--- config.mk ---
export PLATFORM = sky130hd
export DESIGN_NAME = dmem_lsu_seq
export DESIGN_NICKNAME = d
export VERILOG_FILES = /design/src/rtl/dmem_lsu_seq.sv
export SDC_FILE = /design/constraint.sdc
export NUM_CORES = 1
export LEC_CHECK = 0
export CAP_MARGIN = 30
export CORE_ASPECT_RATIO = 2
export CORE_MARGIN = 4
export CORE_UTILIZATION = 46
export CTS_CLUSTER_DIAMETER = 100
export DETAILED_ROUTE_END_ITERATION = 8
export PLACE_DENSITY = 0.76
export SLEW_MARGIN = 20
export SYNTH_ARGS = -nofsm -noshare
export SYNTH_HDL_FRONTEND = slang
export SYNTH_SLANG_ARGS = --single-unit
export TNS_END_PERCENT = 20
--- constraint.sdc ---
create_clock -name clk -period 1.95 [get_ports clk]
set_input_delay 0.585 -clock clk [delete_from_list [all_inputs] [get_ports clk]]
set_output_delay 0.585 -clock clk [all_outputs]
set_load 0.01 [all_outputs]
--- src/rtl/dmem_lsu_seq.sv ---
// rtl/dmem_lsu_seq.sv - RV32I load/store sequencer in front of the data_mem cache (optional DMEM_LSU_TIMEOUT_EN)
module dmem_lsu_seq #(
  parameter int unsigned GUARD_CYCLES   = 2,
  parameter int unsigned TIMEOUT_CYCLES = 255
) (
  input  logic        clk,
  input  logic        reset,
  input  logic        req_valid,
  output logic        req_ready,
  input  logic        req_store,
  input  logic [2:0]  req_funct3,
  input  logic [31:0] req_addr,
  input  logic [31:0] req_wdata,
  output logic [31:0] mem_addr,
  output logic [31:0] mem_write_data,
  output logic        mem_memwrite,
  output logic        mem_memread,
  output logic [3:0]  mem_sign_mask,
  input  logic [31:0] mem_read_data,
  input  logic        mem_clk_stall,
  output logic        rsp_valid,
  output logic [31:0] rsp_rdata,
  output logic [1:0]  rsp_err
);

  typedef enum logic [2:0] {
    S_IDLE,
    S_CHECK,
    S_ISSUE,
    S_WAIT,
    S_DONE
  } state_e;

  localparam logic [1:0] ERR_OK       = 2'b00;
  localparam logic [1:0] ERR_ALIGN    = 2'b01;
  localparam logic [1:0] ERR_FUNCT3   = 2'b10;

  // Last guard count: stall is first sampled GUARD_CYCLES cycles after the strobe.
  localparam logic [3:0] GUARD_LAST = 4'(GUARD_CYCLES - 1);

  // Reject out-of-range parameters at elaboration.
  if (GUARD_CYCLES < 1 || GUARD_CYCLES > 15 ||
      TIMEOUT_CYCLES < 16 || TIMEOUT_CYCLES > 255) begin : g_bad_param
    $error("dmem_lsu_seq: GUARD_CYCLES or TIMEOUT_CYCLES out of range");
  end

  state_e      state_q, state_d;
  logic [31:0] req_addr_q, req_wdata_q;
  logic        req_store_q;
  logic [2:0]  req_funct3_q;
  logic [31:0] mem_addr_q, mem_wdata_q;
  logic [3:0]  mem_mask_q;
  logic [3:0]  guard_q, guard_d;
  logic [31:0] rsp_rdata_q, rsp_rdata_d;
  logic [1:0]  rsp_err_q, rsp_err_d;
  logic        accept, load_mem;
  logic        illegal, misaligned;
  logic [3:0]  mask_dec;

`ifdef DMEM_LSU_TIMEOUT_EN
  localparam logic [7:0] TMO_LAST = 8'(TIMEOUT_CYCLES - 1);
  localparam logic [1:0] ERR_TIMEOUT = 2'b11;
  logic [7:0] tmo_q, tmo_d;
`endif

  assign req_ready      = (state_q == S_IDLE) && !mem_clk_stall;
  assign accept         = req_valid && req_ready;
  assign mem_memwrite   = (state_q == S_ISSUE) &&  req_store_q;
  assign mem_memread    = (state_q == S_ISSUE) && !req_store_q;
  assign mem_addr       = mem_addr_q;
  assign mem_write_data = mem_wdata_q;
  assign mem_sign_mask  = mem_mask_q;
  assign rsp_valid      = (state_q == S_DONE);
  assign rsp_rdata      = rsp_rdata_q;
  assign rsp_err        = rsp_err_q;

  // Decode funct3 of the held request into sign_mask, legality and alignment.
  always_comb begin
    illegal    = 1'b0;
    misaligned = 1'b0;
    mask_dec   = 4'b0000;
    case (req_funct3_q)
      3'b000: mask_dec = {~req_store_q, 3'b001};
      3'b001: begin
        mask_dec   = {~req_store_q, 3'b011};
        misaligned = req_addr_q[0];
      end
      3'b010: begin
        mask_dec   = 4'b0111;
        misaligned = |req_addr_q[1:0];
      end
      3'b100: begin
        mask_dec = 4'b0001;
        illegal  = req_store_q;
      end
      3'b101: begin
        mask_dec   = 4'b0011;
        misaligned = req_addr_q[0];
        illegal    = req_store_q;
      end
      default: illegal = 1'b1;
    endcase
  end

  // Next-state logic: sequence CHECK/ISSUE/WAIT/DONE and build the response.
  always_comb begin
    state_d     = state_q;
    guard_d     = guard_q;
    rsp_rdata_d = rsp_rdata_q;
    rsp_err_d   = rsp_err_q;
    load_mem    = 1'b0;
`ifdef DMEM_LSU_TIMEOUT_EN
    tmo_d       = tmo_q;
`endif
    case (state_q)
      S_IDLE: begin
        if (accept) state_d = S_CHECK;
      end
      S_CHECK: begin
        guard_d = 4'd0;
`ifdef DMEM_LSU_TIMEOUT_EN
        tmo_d   = 8'd0;
`endif
        if (illegal) begin
          state_d     = S_DONE;
          rsp_err_d   = ERR_FUNCT3;
          rsp_rdata_d = 32'd0;
        end else if (misaligned) begin
          state_d     = S_DONE;
          rsp_err_d   = ERR_ALIGN;
          rsp_rdata_d = 32'd0;
        end else begin
          state_d  = S_ISSUE;
          load_mem = 1'b1;
        end
      end
      S_ISSUE: state_d = S_WAIT;
      S_WAIT: begin
        if (guard_q != GUARD_LAST) guard_d = guard_q + 4'd1;
        if (guard_q == GUARD_LAST && !mem_clk_stall) begin
          state_d     = S_DONE;
          rsp_err_d   = ERR_OK;
          rsp_rdata_d = req_store_q ? 32'd0 : mem_read_data;
        end
`ifdef DMEM_LSU_TIMEOUT_EN
        else if (tmo_q == TMO_LAST) begin
          state_d     = S_DONE;
          rsp_err_d   = ERR_TIMEOUT;
          rsp_rdata_d = 32'd0;
        end else begin
          tmo_d = tmo_q + 8'd1;
        end
`endif
      end
      S_DONE: begin
        state_d     = S_IDLE;
        rsp_rdata_d = 32'd0;
        rsp_err_d   = ERR_OK;
      end
      default: state_d = S_IDLE;
    endcase
  end

  // State, request capture and held data_mem request registers.
  always_ff @(posedge clk) begin
    if (reset) begin
      state_q      <= S_IDLE;
      req_addr_q   <= 32'd0;
      req_wdata_q  <= 32'd0;
      req_store_q  <= 1'b0;
      req_funct3_q <= 3'd0;
      mem_addr_q   <= 32'd0;
      mem_wdata_q  <= 32'd0;
      mem_mask_q   <= 4'd0;
      guard_q      <= 4'd0;
      rsp_rdata_q  <= 32'd0;
      rsp_err_q    <= 2'd0;
    end else begin
      state_q     <= state_d;
      guard_q     <= guard_d;
      rsp_rdata_q <= rsp_rdata_d;
      rsp_err_q   <= rsp_err_d;
      if (accept) begin
        req_addr_q   <= req_addr;
        req_wdata_q  <= req_wdata;
        req_store_q  <= req_store;
        req_funct3_q <= req_funct3;
      end
      if (load_mem) begin
        mem_addr_q  <= req_addr_q;
        mem_wdata_q <= req_wdata_q;
        mem_mask_q  <= mask_dec;
      end
    end
  end

`ifdef DMEM_LSU_TIMEOUT_EN
  // WAIT-state cycle budget.
  always_ff @(posedge clk) begin
    if (reset) tmo_q <= 8'd0;
    else       tmo_q <= tmo_d;
  end
`endif

endmodule

# After elaboration in Yosys (flattened, before gate mapping)
# Index checks and enable logic that the tools add are counted.
[word_totals]
wordCells = 67
register_bits = 177
input_bits = 104
output_inout_bits = 106
[op_classes]
muxes = 22
n_bitwise = 1
reduce_logical = 18
add_sub_neg = 1
n_eq_ne = 14
[op_table]
columns = ["cell", "count"]
rows = [
  ["$mux W32", 4],
  ["$pmux W32 S3", 1],
  ["$pmux W4 S5", 1],
  ["$mux W3", 4],
  ["$pmux W3 S4", 1],
  ["$eq A3 B2 Y1 const B", 3],
  ["$eq A3 B3 Y1 const B", 3],
  ["$pmux W4 S2", 1],
  ["$eq A3 B1 Y1 const B", 2],
  ["$logic_not A3 Y1", 2],
  ["$mux W2", 3],
  ["$ne A2 B2 Y1 const B", 3],
  ["$pmux W2 S3", 1],
  ["$reduce_or A2 Y1", 3],
  ["$logic_and A1 B1 Y1", 5],
  ["$add A4 B1 Y4 const B", 1],
  ["$eq A4 B1 Y1 const B", 1],
  ["$mux W4", 1],
  ["$ne A4 B1 Y1 const B", 1],
  ["$pmux W1 S2", 2],
  ["$reduce_and A2 Y1", 2],
  ["$mux W1", 3],
  ["$ne A3 B3 Y1 const B", 1],
  ["$reduce_and A3 Y1", 1],
  ["5 further kinds", 6],
]

# Logic depth before layout (Yosys ltp)
# Gate-level depths: netlist (run 1).
[depth]
word_depth = 6
ltp_mapped = 8
mapped_depth_nobuf = 6

# Least setup slack after synthesis (run 1)
# OpenSTA, ideal clock, no wires.
[synth_timing]
kind = "input-to-reg"
from = "input port mem_clk_stall"
to = "register rsp_rdata_q[10], in the netlist rsp_rdata[10]"
t_arrival_ns = 1.551
t_required_ns = 1.832
path_buffers = 2
stages = 5
slack_ns = 0.281
cell_sequence = "nor4b_1 -> a221oi_2 -> buf_4 -> buf_12 -> mux2i_1"
[synth_between]
elab_chain_cells = 4
[synth_lines]
columns = ["element", "line_no", "source"]
rows = [
  ["from (decl)", "20", "input logic mem_clk_stall,"],
  ["$logic_not A1 Y1", "140", "if (guard_q == GUARD_LAST && !mem_clk_stall) begin"],
  ["$logic_and A1 B1 Y1", "140", ""],
  ["$ne A2 B2 Y1 (no line)", "--", ""],
  ["$reduce_and A3 Y1 (no line)", "--", ""],
  ["to (signal assigned)", "181", "rsp_rdata_q <= rsp_rdata_d;"],
  ["to (decl)", "54", "logic [31:0] rsp_rdata_q, rsp_rdata_d;"],
]
# Every way passes these cells.
# A chain may end at the register's enable or synchronous reset.

# Final worst setup path (run 1)
[layout_timing]
from = "register mem_wdata_q[8], in the netlist mem_write_data[8]"
to = "output port mem_write_data[8]"
[layout_rtl]
columns = ["element", "line_no", "source"]
rows = [
  ["from (decl)", "51", "logic [31:0] mem_addr_q, mem_wdata_q;"],
  ["from (signal assigned)", "191", "mem_wdata_q <= req_wdata_q;"],
  ["to (decl)", "15", "output logic [31:0] mem_write_data,"],
]
# No word-level cell between the ends.

==> summary.md, run 1 <==
| Metric | Value |
|---|---|
| Arrival time at the worst endpoint | `~1.3 ns` |
| Violation count after the first detailed-route iteration | `247` |
| Capture instance of the worst register-to-register path | `rsp_rdata[9]` |
| CTS tree | `yes` |
| Clock share of power | `0.443` |
| Critical path fanouts, max | `2` |
| Yosys cell types | `30` |
| Final hold violation count | `0` |
| Crit path required time | `between 1 and 1.5 ns` |
| Die area | `roughly 17000 µm²` |
| TritonRoute pass-1 iters | `7` |
| Max-slew violation total from the final report | `0` |
| Gpl congestion | `roughly 0.76` |
| Power density cells | `895 nW/µm²` |
| First-pass GRT wire length | `between 20000 and 30000 µm` |
| Result of the run | `finished, final reports clean` |
| Async set-reset flop share out of synthesis | `0` |
| Slowest stage delay, CP | `0.55 ns` |
| Height of the die | `178 µm` |
| Clock network latency to the later pin of the worst-skew pair | `0.42 ns` |
| Critical path buffers and inverters | `1` |
| Pin slew with the least headroom to its limit | `~0.5 ns` |
| Worst reg2reg setup slack | `about 0.1 ns` |
| Postcts setup bufs | `0` |
| Clock slew seen by the registers of the worst setup and hold paths | `approximately 0.06 ns` |
| Initial Util | `0.473` |
| Cell-by-cell trace of the critical path | `clkdlybuf4s50_1` |
| Startpoint of the worst setup timing path | `mem_write_data[8]` |
| R2r worst-path depth | `5` |
| Post-synth EDFFs | `0` |
| Final Instance Area | `approximately 9800 µm²` |
| Ports placed on the boundary | `210` |
| Cell family contributing the most delay on the critical path | `buffers and inverters` |
| Root buffer cell | `clkbuf_16` |
| Setup slack after placement | `-0.428 ns` |
| Site row count | `around 60` |
| Static Leakage | `slightly below 0.004 µW` |
| Endpoints failing setup | `0` |
| Number of antenna repair diodes | `0` |
| Placement-stage cell area | `approximately 9100 µm²` |
| Die span in x | `between 90 and 100 µm` |
| Relative max-transition margin | `0.658` |
| Core region area | `14000 µm²` |
| Final HPWL DP | `~13000 µm` |
| Final setup slack of the worst path | `0.0296 ns` |
| Total length of routed wires | `approximately 18000 µm` |
| Design Power | `8790 µW` |
| Leading cell type in the layout, fill and taps excluded | `nand2_1` |
| DRC errors left | `0` |
| Logic depth of the worst setup path including buffers | `1` |
| Global route total overflow | `0` |
| Count of max-cap constraint violations | `0` |
| Maximum number of pins on one net before global-route repair | `91` |
| Number of levels the H-tree was split into | `4` |
| Synthesis-stage register bit count | `approximately 180` |
| Largest vdd supply drop | `0.000744 V` |
| Avg Inst Size Synth | `8.25 µm²` |
| Via count of the first global-routing pass | `5751` |
| Post-synthesis cell area | `~6600 µm²` |
| Share of total power in combinational logic | `0.121` |
| P&R area growth vs syn | `47.9%` |
| Synthesized netlist net count | `between 900 and 1000` |
| Final net count | `about 1100` |
| Setup repair after global routing missed its margin | `no` |
| Average via count per standard cell | `between 5 and 6` |
| NetSw | `2090 µW` |
| Count of yosys warnings during synthesis | `0` |
| Post-layout utilization of the core | `0.699` |
| Most frequent cells in the layout | `302 x nand2_1, 184 x clkdlybuf4s50_1, 173 x dfxtp_1` |
| Worst Hold Class | `input pin to flip-flop` |
| Sum of negative setup slack | `0 ns` |
| Worst setup path class | `flip-flop to primary output` |
| Final setup skew | `0.0126 ns` |
| Sequential area share after synthesis | `0.533` |
| Timing-limited maximum frequency | `521 MHz` |
| Capturing element of the worst setup path | `mem_write_data[8]` |
| Period utilisation layout | `0.985` |
| CTS Buffer Depth | `2` |
| Num Clock Sinks | `about 180` |
| Antenna violations before repair | `0` |
| Final ANT Viol Nets | `0` |
| CTS Hold Buffers Added | `0` |
| Synth Instances | `about 810` |
| Total global-route track usage | `0.222` |
| Sort of element at the end of the critical path | `primary output` |
| Kind of launch point of the worst setup path | `flip-flop` |
| Mean routed wirelength per cell | `~15 µm` |
| Critical-path cell with the highest stage delay | `clkdlybuf4s50_1` |
| Vias after detailed routing | `6029` |
| Origin of the critical flop-to-flop path | `req_addr_q[0]` |
| Share of power burned in registers | `0.436` |
| Dominant register cell in the synthesized netlist | `dfxtp_1` |
| Net Sw Frac | `0.238` |
| Share of post-route cells with drive strength above 1 | `0.0809` |
| Number of buffers inserted during clock tree synthesis | `17` |
| Total internal power | `6700 µW` |
| Tmin final | `roughly 1.9 ns` |
| Count of port buffers added during placement | `approximately 210` |
## through the flow
step	hold slack (ns)	std cells
floorplan	0.432	805
global placement	0.435	1172
detailed placement	0.442	1172
CTS	0.422	1203
global route	0.450	1203
finish	0.438	1203
## sequential cells by signal, indices dropped and copies added, names as in the netlist
name and count:
mem_addr 32, mem_write_data 32, req_addr_q 32, req_wdata_q 32
rsp_rdata 32, guard_q 4, mem_sign_mask 4, req_funct3_q 3
state_q 3, rsp_err 2, req_store_q 1
## worst min path at each step
stage	slack, ns	cells after the start	from	end
6_report	0.44	2	reset	state_q[0]
3_3_place_gp	0.43	2	req_wdata_q[19]	mem_write_data[19]
3_5_place_dp	0.44	2	req_addr_q[31]	mem_addr[31]
4_1_cts	0.42	2	reset	state_q[0]
2_1_floorplan	0.43	2	req_addr_q[10]	mem_addr[10]
5_1_grt	0.45	2	reset	state_q[0]
## layer usage
metal,GRT usage,vias to the layer above,share of wire
met3,0.0462,39,0.054
met1,0.232,2780,0.37
met5,0,-,0
li1,-,3007,-
met2,0.409,203,0.54
met4,0.115,0,0.039
## area by class of cell
cell class	count	area [µm²]
timing repair buffer	239	2500
tap	189	236
clock inverter	13	244
fill	1157	4220
clock buffer	18	429
multi-input combinational	564	2850
inverter	3	11.3
sequential	177	3550
## Yosys cell counts, types with 3 or more instances
master,number,area (µm²)
a21oi_1,140,701
dfxtp_1,177,3540
nor3_1,4,20.0
nor4b_1,3,26.3
inv_1,3,11.3
o21ai_0,6,30.0
mux2i_1,35,350
clkbuf_1,36,135
nand2b_1,35,219
nor2_1,12,45.0
and2_1,3,18.8
nand2_1,303,1140
buf_2,18,90.1
buf_12,3,60.1
buf_4,4,30.0
## power groups by stage
stage | combinational [µW] | clock, µW | sequential, µW
floorplan | 497 | 0 | 3910
CTS | 1070 | 3960 | 3830
finish | 1060 | 3890 | 3830
global route | 1160 | 4090 | 3850
detailed placement | 1060 | 0 | 3910
global placement | 1050 | 0 | 3900
## repair_timing
item | in CTS | in global routing
cloned | 0 | 0
hold endpoints to repair | 0 | 0
setup endpoints to repair | 8 | 23
gates resized for setup | 27 | 21
## kinds of logic (layout without fill, tap and decap cells)
kind of cell,count (synthesis),in the layout,synth area share
buffers and inverters,64,273,0.0492
DFF,177,177,0.533
adders and majority gates,2,2,0.00377
AOI/OAI and AO/OA,153,153,0.120
muxes,35,35,0.0527
and+or+nand+nor,374,374,0.241
Power figures use the tool's default switching activity.
==> run 2: changes to the inputs <==
MAX_ROUTING_LAYER = met4   (was default)
SLEW_MARGIN = 15   (was 20)
==> run 2 against run 1 <==
Net effect:
- sequential share of layout area hardly changed
- die area stayed put
- worst hold slack better by 0.0057 ns
- first-iteration DRC count is 9.7% higher
- register-to-register slack hardly changed
- clock power hardly changed
- critical path depth stayed put
- utilization hardly changed
- via count is 0.83% lower
- highest routed layer unchanged
==> summary.md, run 2 (synthesis results as in run 1) <==
| Metric | Value |
|---|---|
| Startpoint of the most critical hold path | `reset` |
| Net Sw Frac | `0.237` |
| Share of post-route cells with drive strength above 1 | `0.0809` |
| Final setup skew | `approximately 0.015 ns` |
| Clock share of power | `0.443` |
| First-pass GRT wire length | `28900 µm` |
| Average via count per standard cell | `a little under 5` |
| Final hold violation count | `0` |
| Global route total overflow | `0` |
| Post-layout utilization of the core | `0.700` |
| Worst Hold Class | `input pin to flip-flop` |
| Static Leakage | `between 0.003 and 0.004 µW` |
| Power density cells | `around 900 nW/µm²` |
| Final ANT Viol Nets | `0` |
| Site row count | `slightly above 60` |
| Number of buffers inserted during clock tree synthesis | `17` |
| Sort of element at the end of the critical path | `primary output` |
| Die span in x | `slightly above 90 µm` |
| Die area | `roughly 17000 µm²` |
| Clock slew seen by the registers of the worst setup and hold paths | `~0.06 ns` |
| Share of power burned in registers | `0.437` |
| Initial Util | `0.473` |
| Worst setup path class | `flip-flop to primary output` |
| Design Power | `8780 µW` |
| Root buffer cell | `clkbuf_16` |
| Leading cell type in the layout, fill and taps excluded | `nand2_1` |
| DRC errors left | `0` |
| Result of the run | `finished, final reports clean` |
| Clock network latency to the later pin of the worst-skew pair | `0.42 ns` |
| Kind of launch point of the worst setup path | `flip-flop` |
| Crit path required time | `1.36 ns` |
| Max-slew violation total from the final report | `0` |
| Total internal power | `6700 µW` |
| P&R area growth vs syn | `47.9%` |
| Vias after detailed routing | `around 6000` |
| Slowest stage delay, CP | `between 0.5 and 0.6 ns` |
| Mean routed wirelength per cell | `15.3 µm` |
| TritonRoute pass-1 iters | `5` |
| Count of filler cells inserted in the layout | `about 1200` |
| Largest vdd supply drop | `~0.00074 V` |
| CTS Buffer Depth | `2` |
| Ports placed on the boundary | `210` |
| Tmin final | `1.92 ns` |
| Cell-by-cell trace of the critical path | `clkdlybuf4s50_1` |
| Via count of the first global-routing pass | `between 5000 and 6000` |
| Gpl congestion | `between 0.7 and 0.8` |
| NetSw | `approximately 2100 µW` |
| Period utilisation layout | `0.985` |
| Arrival time at the worst endpoint | `1.34 ns` |
| Count of max-cap constraint violations | `0` |
| Relative max-transition margin | `0.661` |
| Share of total power in combinational logic | `0.120` |
| Final net count | `around 1100` |
| Endpoints failing setup | `0` |
| Origin of the critical flop-to-flop path | `req_addr_q[0]` |
| Height of the die | `approximately 180 µm` |
| Antenna violations before repair | `0` |
| Critical path fanouts, max | `2` |
| Final HPWL DP | `12900 µm` |
| Cell family contributing the most delay on the critical path | `buffers and inverters` |
| Total global-route track usage | `0.229` |
| Num Clock Sinks | `between 150 and 200` |
| Setup repair after global routing missed its margin | `no` |
| Count of port buffers added during placement | `roughly 210` |
| Timing-limited maximum frequency | `520 MHz` |
| Number of antenna repair diodes | `0` |
| CTS Hold Buffers Added | `0` |
| Maximum number of pins on one net before global-route repair | `91` |
| Pin slew with the least headroom to its limit | `0.507 ns` |
| Startpoint of the worst setup timing path | `mem_write_data[8]` |
| CTS tree | `yes` |
| Critical-path cell with the highest stage delay | `clkdlybuf4s50_1` |
| Total length of routed wires | `18400 µm` |
| Core region area | `approximately 14000 µm²` |
| Violation count after the first detailed-route iteration | `271` |
| Most frequent cells in the layout | `302 x nand2_1, 183 x clkdlybuf4s50_1, 173 x dfxtp_1` |
| Number of levels the H-tree was split into | `4` |
| Critical path buffers and inverters | `1` |
-- run 2: cell types whose count changed in the layout (fill, tap and decap cells not counted) --
cell	change
clkdlybuf4s50_1	-1
dlymetal6s2s_1	+1
-- run 2: area by class of cell --
class / instances / area, µm² / area share
clock buffers: 18 / 429 / 0.0437
clock inverters: 13 / 244 / 0.0248
inverters: 3 / 11.3 / 0.00115
multi-input cells: 564 / 2850 / 0.290
flip-flops and latches: 177 / 3550 / 0.361
well taps: 189 / 236 / 0.0241
repair buffers: 239 / 2500 / 0.255
-- run 2: worst paths after layout --
path	endpoint	cells after the start	slack, ns
min	state_q[0]	2	0.44
max reg2reg	rsp_rdata[9]	5	0.10
max	mem_write_data[8]	1	0.03
min reg2reg	mem_addr[31]	2	0.45
-- run 2: through the flow --
stage	worst slack, ns	hold WS, ns	setup TNS (ns)	instance area [µm²]	cells
finish	0.0286	0.444	0	9830	1203
global route	0.000940	0.449	0	9830	1203
detailed placement	-0.428	0.442	-25.58	9090	1172
CTS	-0.0320	0.422	-0.0320	9780	1203
global placement	-0.421	0.435	-23.46	9090	1172
floorplan	0.281	0.432	0	6640	805
-- run 2: repair_timing --
item	CTS	global route
resized for setup	27	22
buffers inserted	0	0
setup endpoints to repair	8	24
-- run 2: power by group through the flow --
stage                     registers, µW  clock network (µW)  logic (µW)
final                              3830                3890        1060
after global routing               3850                4090        1160
after CTS                          3830                3960        1070
after detailed placement           3910                   0        1060
after global placement             3900                   0        1050
after floorplan                    3910                   0         497
-- run 2: layer usage --
metal,share of wire,up-vias,global-route usage,wire length (µm)
met5,0,-,-,0
met4,0.036,0,0.111,665
met3,0.047,36,0.0441,864
met2,0.55,193,0.407,10100
met1,0.37,2746,0.239,6770
li1,-,3004,-,-
